<file path="src/rtl/conv3_bram_pkg.sv">
// Shared constants and FSM state type for the Conv2D_3 BRAM stream reader.
package conv3_bram_pkg;

  localparam int         BYTES_PER_WORD = 4;
  localparam logic [3:0] BRAM_WE_NONE   = 4'b0000;

  typedef enum logic [1:0] {
    IDLE  = 2'd0,
    ISSUE = 2'd1,
    DRAIN = 2'd2,
    FIN   = 2'd3
  } state_t;

endpackage

</file>
<file path="src/rtl/bram_rd_fifo.sv">
// Synchronous output buffer for returned BRAM words; each entry carries data plus its end-of-run flag.
module bram_rd_fifo #(
  parameter int WIDTH = 33,
  parameter int DEPTH = 4
) (
  input  logic                       clk,
  input  logic                       rst_n,
  input  logic                       push,
  input  logic [WIDTH-1:0]           push_data,
  input  logic                       pop,
  output logic [WIDTH-1:0]           pop_data,
  output logic                       full,
  output logic                       empty,
  output logic [$clog2(DEPTH):0]     count
);

  localparam int AW = $clog2(DEPTH);
  localparam int CW = AW + 1;

  logic [WIDTH-1:0] mem [DEPTH];
  logic [AW-1:0]    wr_ptr;
  logic [AW-1:0]    rd_ptr;
  logic             do_push;
  logic             do_pop;

  assign full     = (count == CW'(DEPTH));
  assign empty    = (count == '0);
  assign do_push  = push && !full;
  assign do_pop   = pop && !empty;
  assign pop_data = mem[rd_ptr];

  // Storage is not reset; entries are only observed once written.
  always_ff @(posedge clk) begin
    if (do_push) begin
      mem[wr_ptr] <= push_data;
    end
  end

  always_ff @(posedge clk) begin
    if (!rst_n) begin
      wr_ptr <= '0;
      rd_ptr <= '0;
      count  <= '0;
    end else begin
      if (do_push) begin
        wr_ptr <= wr_ptr + AW'(1);
      end
      if (do_pop) begin
        rd_ptr <= rd_ptr + AW'(1);
      end
      case ({do_push, do_pop})
        2'b10:   count <= count + CW'(1);
        2'b01:   count <= count - CW'(1);
        default: count <= count;
      endcase
    end
  end

endmodule

</file>
<file path="src/rtl/conv3_bram_stream_reader.sv">
// Port-A read initiator: streams a run of 32-bit words from the Conv2D_3 BRAM as valid/ready beats.
// Stream handshake: a beat transfers on a cycle with m_valid && m_ready; once m_valid is high it stays
// high with m_data/m_last unchanged until that transfer.
module conv3_bram_stream_reader
  import conv3_bram_pkg::*;
#(
  parameter int RD_LAT     = 1,
  parameter int FIFO_DEPTH = 4,
  parameter int LEN_W      = 16
) (
  input  logic             clk,
  input  logic             rst_n,
  input  logic             start,
  input  logic [31:0]      base_addr,
  input  logic [LEN_W-1:0] num_words,
  output logic             busy,
  output logic             done,
  output logic [31:0]      m_data,
  output logic             m_valid,
  input  logic             m_ready,
  output logic             m_last,
  output logic             BRAM_PORTA_0_clk,
  output logic [31:0]      BRAM_PORTA_0_addr,
  output logic [31:0]      BRAM_PORTA_0_din,
  input  logic [31:0]      BRAM_PORTA_0_dout,
  output logic             BRAM_PORTA_0_en,
  output logic [3:0]       BRAM_PORTA_0_we,
  output state_t           dbg_state
);

  localparam int CW = $clog2(FIFO_DEPTH) + 1;

  state_t            state_q;
  state_t            state_d;
  logic              busy_q;
  logic              done_q;
  logic [31:0]       base_q;
  logic [LEN_W-1:0]  num_q;
  logic [LEN_W-1:0]  issued_q;
  logic [CW-1:0]     inflight_q;
  logic [CW-1:0]     fifo_count;
  logic [RD_LAT-1:0] pipe_v_q;
  logic [RD_LAT-1:0] pipe_l_q;

  logic              accept;
  logic              issue;
  logic              issue_last;
  logic              credit;
  logic              land;
  logic              pop;
  logic              fifo_full;
  logic              fifo_empty;
  logic [32:0]       fifo_head;

  // busy_q stays high through the done cycle, which also blocks a start coinciding with done.
  assign accept     = (state_q == IDLE) && start && !busy_q;
  assign issue_last = (issued_q == (num_q - LEN_W'(1)));
  // Registered counts only: a pop this cycle frees credit from the next cycle on.
  assign credit     = ({1'b0, inflight_q} + {1'b0, fifo_count}) < (CW+1)'(FIFO_DEPTH);
  assign land       = pipe_v_q[RD_LAT-1];
  assign pop        = !fifo_empty && m_ready;

  always_comb begin
    state_d = state_q;
    issue   = 1'b0;
    case (state_q)
      IDLE: begin
        if (accept) begin
          state_d = (num_words == '0) ? FIN : ISSUE;
        end
      end
      ISSUE: begin
        if (credit) begin
          issue = 1'b1;
          if (issue_last) begin
            state_d = DRAIN;
          end
        end
      end
      DRAIN: begin
        if (pop && fifo_head[32]) begin
          state_d = FIN;
        end
      end
      FIN: begin
        state_d = IDLE;
      end
      default: begin
        state_d = IDLE;
      end
    endcase
  end

  always_ff @(posedge clk) begin
    if (!rst_n) begin
      state_q    <= IDLE;
      busy_q     <= 1'b0;
      done_q     <= 1'b0;
      base_q     <= '0;
      num_q      <= '0;
      issued_q   <= '0;
      inflight_q <= '0;
      pipe_v_q   <= '0;
      pipe_l_q   <= '0;
    end else begin
      state_q <= state_d;
      done_q  <= (state_q == FIN);

      if (accept) begin
        busy_q   <= 1'b1;
        base_q   <= {base_addr[31:2], 2'b00};
        num_q    <= num_words;
        issued_q <= '0;
      end else begin
        if (done_q) begin
          busy_q <= 1'b0;
        end
        if (issue) begin
          issued_q <= issued_q + LEN_W'(1);
        end
      end

      inflight_q <= inflight_q + CW'(issue) - CW'(land);

      // One slot per cycle of read latency; the last stage lines up with valid dout.
      pipe_v_q[0] <= issue;
      pipe_l_q[0] <= issue && issue_last;
      for (int i = 1; i < RD_LAT; i++) begin
        pipe_v_q[i] <= pipe_v_q[i-1];
        pipe_l_q[i] <= pipe_l_q[i-1];
      end
    end
  end

  bram_rd_fifo #(
    .WIDTH (33),
    .DEPTH (FIFO_DEPTH)
  ) u_fifo (
    .clk       (clk),
    .rst_n     (rst_n),
    .push      (land),
    .push_data ({pipe_l_q[RD_LAT-1], BRAM_PORTA_0_dout}),
    .pop       (pop),
    .pop_data  (fifo_head),
    .full      (fifo_full),
    .empty     (fifo_empty),
    .count     (fifo_count)
  );

  assign m_valid = !fifo_empty;
  assign m_data  = m_valid ? fifo_head[31:0] : 32'h0;
  assign m_last  = m_valid && fifo_head[32];
  assign busy    = busy_q;
  assign done    = done_q;

  // Address arithmetic is 32-bit and wraps naturally past the top of the byte space.
  assign BRAM_PORTA_0_clk  = clk;
  assign BRAM_PORTA_0_addr = base_q + (32'(issued_q) * 32'(BYTES_PER_WORD));
  assign BRAM_PORTA_0_din  = 32'h0;
  assign BRAM_PORTA_0_en   = issue;
  assign BRAM_PORTA_0_we   = BRAM_WE_NONE;
  assign dbg_state         = state_q;

endmodule

</file>
<file path="config.mk">
export PLATFORM = sky130hd
export DESIGN_NAME = conv3_bram_stream_reader
export DESIGN_NICKNAME = d
export VERILOG_FILES = /design/src/rtl/conv3_bram_pkg.sv /design/src/rtl/bram_rd_fifo.sv /design/src/rtl/conv3_bram_stream_reader.sv
export SDC_FILE = /design/constraint.sdc
export NUM_CORES = 1
export LEC_CHECK = 0
export CORE_MARGIN = 10
export CORE_UTILIZATION = 40
export DETAILED_ROUTE_END_ITERATION = 12
export PLACE_DENSITY = 0.64
export REMOVE_ABC_BUFFERS = 1
export SLEW_MARGIN = 10
export SYNTH_ARGS = -nofsm -noshare
export SYNTH_HDL_FRONTEND = slang
export SYNTH_HIERARCHICAL = 1
export SYNTH_SLANG_ARGS = --single-unit
export TNS_END_PERCENT = 1
</file>
<file path="constraint.sdc">
create_clock -name clk -period 8.08 [get_ports clk]
set_input_delay 1.616 -clock clk [delete_from_list [all_inputs] [get_ports clk]]
set_output_delay 1.616 -clock clk [all_outputs]
set_load 0.01 [all_outputs]
</file>
==> summary.md, run 1 <==
| Metric | Value |
|---|---|
| Status | `completed` |
| Grt total ovfl | `0` |
| Asr flop ratio synth | `0%` |
| CP arrival | `4.76 ns` |
| Final Skew | `0.007804 ns` |
| Final WS setup | `1.709 ns` |
| Min-delay worst type | `reg -> reg` |
| Via count | `7086` |
| Dpl ws | `1.975 ns` |
| Share of power burned in registers | `41.5%` |
| Post-route DRC violation count | `0` |
| Post-CTS Setup Inserts | `0` |
| Cell Area, Synth | `0.01053 mm2` |
| Die X | `182.2 um` |
| DRT iter0 DRCs | `383` |
| Comb power frac | `21.9%` |
| Post-synth top area share | `37.65%` |
| Final max-slew violation count | `0` |
| Max-Cap Viols | `0` |
| Initial Util | `40.52%` |
| Synth top cells by count | `edfxtp_1 (132), nand2_1 (122), dfxtp_1 (80)` |
| Switching share of power | `27.89%` |
| Mapped Avg Cell Area | `11.60 um2` |
| Pleak | `4.499 nW` |
| Power Dens Cells | `239.1 mW/mm2` |
| Gr usage total | `14.02%` |
| Core ar. | `0.02598 mm2` |
| Most frequent cell after synthesis | `edfxtp_1` |
| EDFF count, synth | `132` |
| Final setup fails | `0` |
| First-pass GRT wire length | `38440 um` |
| DPL Wire Length | `15950 um` |
| DRT antenna net count | `0` |
| Total wire length | `23810 um` |
| Sw power | `0.0008668 W` |
| Cell-internal power | `0.002241 W` |
| Layout area overhead | `23.45%` |
| Worst Max-Slew Pin Slew | `0.9409 ns` |
| Maximum VDD drop | `0.0001696 V` |
| CTS tree | `built` |
| Endpoint class of the critical path | `output port` |
| Vias in the first global route | `7267` |
| Largest net degree at the start of global routing | `69` |
| Cells after DPL | `1356` |
| # IOs | `192` |
| Port bufs | `151` |
| Synth Flop Type | `edfxtp_1` |
| Synth top area cells | `edfxtp_1 (38%), dfxtp_1 (15%), mux4_2 (7.1%)` |
| Clk Latency, worst-skew pair | `0.64 ns` |
| Register area share after synthesis | `52.86%` |
| Crit Path Max Fanout | `2` |
| Cts hold-fix bufs | `0` |
| Synth cell types | `67` |
| Fin cells | `1406` |
| Post-CTS Resized | `0` |
| Die Area | `0.03321 mm2` |
| Placer congestion estimate | `0.7772` |
| Cells after synthesis | `908` |
| Cell row count | `59` |
| Max_slew headroom | `37.28%` |
| Fin. Hold Viols | `0` |
| Initial antenna violation count | `2` |
| Synth warn | `6` |
| Die H | `182.2 um` |
| Clock Pin Slew Worst Setup and Hold Paths | `0.05 ns` |
| Vias per cell | `5.040` |
| Avg WL per Cell | `16.93 um` |
| Pre-antenna DRT Iters | `5` |
| Final Core Density | `50.02%` |
| RSZ-0062 raised after global routing | `false` |
| Req. time, crit path | `6.46 ns` |
| Hold_ws | `0.4689 ns` |
| Clk network pwr share | `36.6%` |
| Flops & latches, synth | `212` |
| Fill count | `2335` |
| Worst Setup Start Kind | `clock port` |
| Nets | `1168` |
| Layout cell share with drive strength beyond 1 | `9.082%` |
| Critical path class | `clk -> out` |
| Largest area contributor in the netlist | `edfxtp_1` |
| TNS Setup | `0 ns` |
## metal layers
layer  wire length (um)  track usage (%)  vias to the layer above
met5                 10                0                        -
met4                414            3.775                        2
met3               1908            4.807                       36
met2              11030            23.37                      180
met1              10440            16.92                     3350
li1                   -                -                     3518
## cell type report
class	instances	area, um2	area share, %
inverters	30	112.6	0.8664
flip-flops and latches	212	5568	42.84
repair buffers	155	1534	11.80
clock buffers	30	693.2	5.333
well taps	335	419.2	3.225
diodes	3	7.507	0.05776
clock inverters	18	162.7	1.251
multi-input cells	623	4501	34.63
## stage by stage
step | total power, W | instance area (um2)
6_report | 0.003108 | 13000
5_1_grt | 0.003281 | 12990
4_1_cts | 0.003158 | 12990
3_5_place_dp | 0.002018 | 12140
3_3_place_gp | 0.002008 | 12140
2_1_floorplan | 0.001699 | 10160
## critical path: stages
cell and delay [ns]:
clkbuf_16 0.12, clkbuf_16 0.13, clkdlybuf4s50_1 0.47
## registers in the layout, summed over array words and instances (netlist names), named ones only
name	count
u_fifo/mem	132
base_q	30
issued_q	16
num_q	16
inflight_q	3
u_fifo/count	3
dbg_state	2
u_fifo/rd_ptr	2
u_fifo/wr_ptr	2
busy	1
done	1
land	1
pipe_l_q	1
## power groups by stage
| stage | clock network, W | logic, W | registers, W |
|---|---|---|---|
| global placement | 0.0000126 | 0.000685 | 0.00131 |
| floorplan | 0 | 0.000399 | 0.00130 |
| finish | 0.00114 | 0.000682 | 0.00129 |
| detailed placement | 0.0000126 | 0.000692 | 0.00131 |
| CTS | 0.00117 | 0.000696 | 0.00129 |
| global route | 0.00121 | 0.000766 | 0.00130 |
## worst paths after layout
| check | startpoint | end | slack (ns) | depth (start not counted) |
|---|---|---|---|---|
| setup / recovery | clk | BRAM_PORTA_0_clk | 1.71 | 3 |
| hold / removal | base_q[17] | base_q[17] | 0.47 | 2 |
| setup reg to reg | u_fifo/count[0] | u_fifo/count[2] | 5.39 | 10 |
| hold reg to reg | base_q[17] | base_q[17] | 0.47 | 2 |
## cells in the final DEF (no fill, tap or decap), drive strengths merged, types with 31 or more instances in the layout
| cell type | instances |
|---|---|
| ha | 31 |
| edfxtp | 132 |
| nor2 | 31 |
| nor2b | 43 |
| conb | 38 |
| clkdlybuf4s50 | 150 |
| nand2 | 122 |
| mux4 | 33 |
| xnor2 | 32 |
| a21boi | 50 |
| dfxtp | 80 |
## cells by family after synthesis
group                      after synthesis  share of synthesized area [%]
adders and majority gates               34                          4.254
buffers and inverters                  110                          5.894
other                                    1                        0.03562
and+or+nand+nor                        314                          15.09
muxes                                   40                          7.724
AOI/OAI and AO/OA                      147                          9.982
xor gates and xnor gates                50                          4.159
DFF                                    212                          52.86
Note: power is estimated with default switching activity, not from simulation.
==> run 2, diff against run 1 <==
Clock period 8.08 ns to 6.3 ns, I/O delays scaled along.
==> summary.md, run 2 (same netlist as run 1, synthesis figures left out) <==
| Metric | Value |
|---|---|
| Status | `completed` |
| Gr usage total | `14.19%` |
| Min-delay worst type | `reg -> reg` |
| Max-Cap Viols | `0` |
| Maximum VDD drop | `0.0003164 V` |
| Met1 GRT Util | `17.52%` |
| R2R Path Start | `u_fifo/count[0]` |
| Final max-slew violation count | `0` |
| Total wire length | `24290 um` |
| Layout cell share with drive strength beyond 1 | `8.818%` |
| Post-CTS Setup Inserts | `0` |
| GRT met3 Usage | `4.411%` |
| Placer congestion estimate | `0.7640` |
| Post-CTS Resized | `0` |
| Max reg flops | `132` |
| Most common cell after layout, fill and taps aside | `clkdlybuf4s50_1` |
| Grt total ovfl | `0` |
| Die X | `182.2 um` |
| Req. time, crit path | `5.04 ns` |
| Die H | `182.2 um` |
| Worst R2R Setup Slack | `3.61 ns` |
| Pre-antenna DRT Iters | `4` |
| Power Dens Cells | `310.6 mW/mm2` |
| CP arrival | `3.97 ns` |
| Final instance area | `0.01301 mm2` |
| Vias in the first global route | `7328` |
| Via count | `7127` |
| Capture point of the worst reg-to-reg path | `u_fifo/count[2]` |
| Clock Pin Slew Worst Setup and Hold Paths | `0.06 ns` |
| Fin. Hold Viols | `0` |
| Most flops, register | `u_fifo/mem` |
| Largest net degree at the start of global routing | `69` |
| Pleak | `4.515 nW` |
| Endpoint class of the critical path | `output port` |
| Fin crit share | `83.03%` |
| Die Area | `0.03321 mm2` |
| DPL Wire Length | `16280 um` |
| Top Registers | `u_fifo/mem (132), base_q (30)` |
| DRT iter0 DRCs | `389` |
| Cell-internal power | `0.002937 W` |
| Clk network pwr share | `37.3%` |
| Nets | `1167` |
| Crit path launch | `issued_q[2]` |
| Crit. path cell count | `9` |
| Avg WL per Cell | `17.33 um` |
| Fmax | `0.1912 GHz` |
| Worst Max-Slew Pin Slew | `1.130 ns` |
| First-pass GRT wire length | `38980 um` |
| Layout area overhead | `23.60%` |
| Cell row count | `59` |
| Crit path max-delay family | `compound AO/OA/AOI/OAI gates` |
| Port bufs | `151` |
| Most frequent cells in the layout | `clkdlybuf4s50_1 (150), edfxtp_1 (132), nand2_1 (122)` |
| Initial Util | `40.52%` |
| Cts hold-fix bufs | `0` |
| DRT antenna net count | `0` |
| Critical path's slowest cell | `a221oi_1` |
| CP Cell Sequence | `ha_1 > and3_1 > a221oi_1 > o211ai_1 > a31o_2 > o211a_1 > o2111ai_1 > xnor2_1 > clkdlybuf4s50_1` |
| # IOs | `192` |
| Post-route DRC violation count | `0` |
| Reg2Reg Depth | `10` |
| Vias per cell | `5.083` |
| End point of the critical path | `BRAM_PORTA_0_addr[31]` |
| Area after DPL | `0.01214 mm2` |
| CTS tree | `built` |
| TNS Setup | `0 ns` |
| Critical path class | `reg -> out` |
| Share of power burned in registers | `40.9%` |
| Core ar. | `0.02598 mm2` |
| Clk Latency, worst-skew pair | `0.63 ns` |
| RSZ-0062 raised after global routing | `false` |
| Comb power frac | `21.7%` |
| CP peak stage delay | `0.58 ns` |
| Crit Path Max Fanout | `9` |
| Max_slew headroom | `24.50%` |
| Met2 Usage GRT | `23.74%` |
| Fill count | `2381` |
| Final setup fails | `0` |
| Sw power | `0.001105 W` |
| Worst Setup Start Kind | `flip-flop` |
| Initial antenna violation count | `1` |
| Global route hottest layer | `met2` |
| Switching share of power | `27.34%` |
| Final Skew | `0.01168 ns` |
| Min Tclk post-route | `5.231 ns` |
| Crit path buffers/inverters | `1` |
==> run 2: cell types whose count changed in the layout (fill, tap and decap cells not counted), sizes merged <==
| cell | delta |
|---|---|
| inv | +1 |
| bufinv | +1 |
| clkinv | -4 |
| diode | -2 |
| buf | -1 |
| clkinvlp | -3 |
| clkbuf | +4 |
==> run 2: how the worst min path moves through the flow <==
stage | start | slack, ns | to | cells after the start
final | base_q[5] | 0.48 | base_q[5] | 2
after global routing | base_q[4] | 0.50 | base_q[4] | 2
after CTS | base_q[5] | 0.48 | base_q[5] | 2
after detailed placement | pipe_l_q | 0.47 | u_fifo/mem[0][32] | 0
after global placement | base_q[17] | 0.46 | base_q[17] | 2
after floorplan | pipe_l_q | 0.44 | u_fifo/mem[0][32] | 0
==> run 2: power by group through the flow <==
| stage | registers, W | logic (W) | clock network (W) |
|---|---|---|---|
| after floorplan | 0.00167 | 0.000512 | 0 |
| after global placement | 0.00168 | 0.000877 | 0.0000161 |
| after detailed placement | 0.00168 | 0.000887 | 0.0000161 |
| after CTS | 0.00166 | 0.000894 | 0.00156 |
| after global routing | 0.00167 | 0.000980 | 0.00161 |
| final | 0.00165 | 0.000878 | 0.00151 |
==> run 2: area by class of cell <==
type,count,area (um2),area share (%)
Antenna cell,1,2.502,0.01923
Clock buffer,34,728.2,5.596
Clock inverter,13,156.4,1.202
Inverter,30,112.6,0.8653
Multi-Input combinational cell,623,4501,34.58
Sequential cell,212,5568,42.78
Tap cell,335,419.2,3.221
Timing Repair Buffer,154,1526,11.73
==> run 2: worst reg2reg max path: cells and delay by family (launching register included) <==
| family | cells | cell delay [ns] |
|---|---|---|
| and+or+nand+nor | 4 | 0.93 |
| DFF | 1 | 0.47 |
| xor gates and xnor gates | 1 | 0.16 |
| buffers and inverters | 2 | 0.34 |
| AOI/OAI and AO/OA | 1 | 0.13 |
| adders and majority gates | 2 | 0.60 |
==> run 2: metrics by stage <==
stage               util [%]  hold slack [ns]  cells  worst slack (ns)  total power (W)
floorplan                  -           0.4383    865             1.890         0.002179
global placement       46.71           0.4559   1355             1.441         0.002574
detailed placement     46.71           0.4694   1355             1.441         0.002588
CTS                    50.07           0.4796   1401             1.000         0.004106
global route           50.07           0.4992   1401            0.7967         0.004259
finish                 50.08           0.4752   1402             1.069         0.004042
==> run 2: metal layers <==
metal	up-vias	wire (um)
li1	3521	-
met1	3383	10490
met3	30	1778
met4	0	461
met2	193	11560
met5	-	0
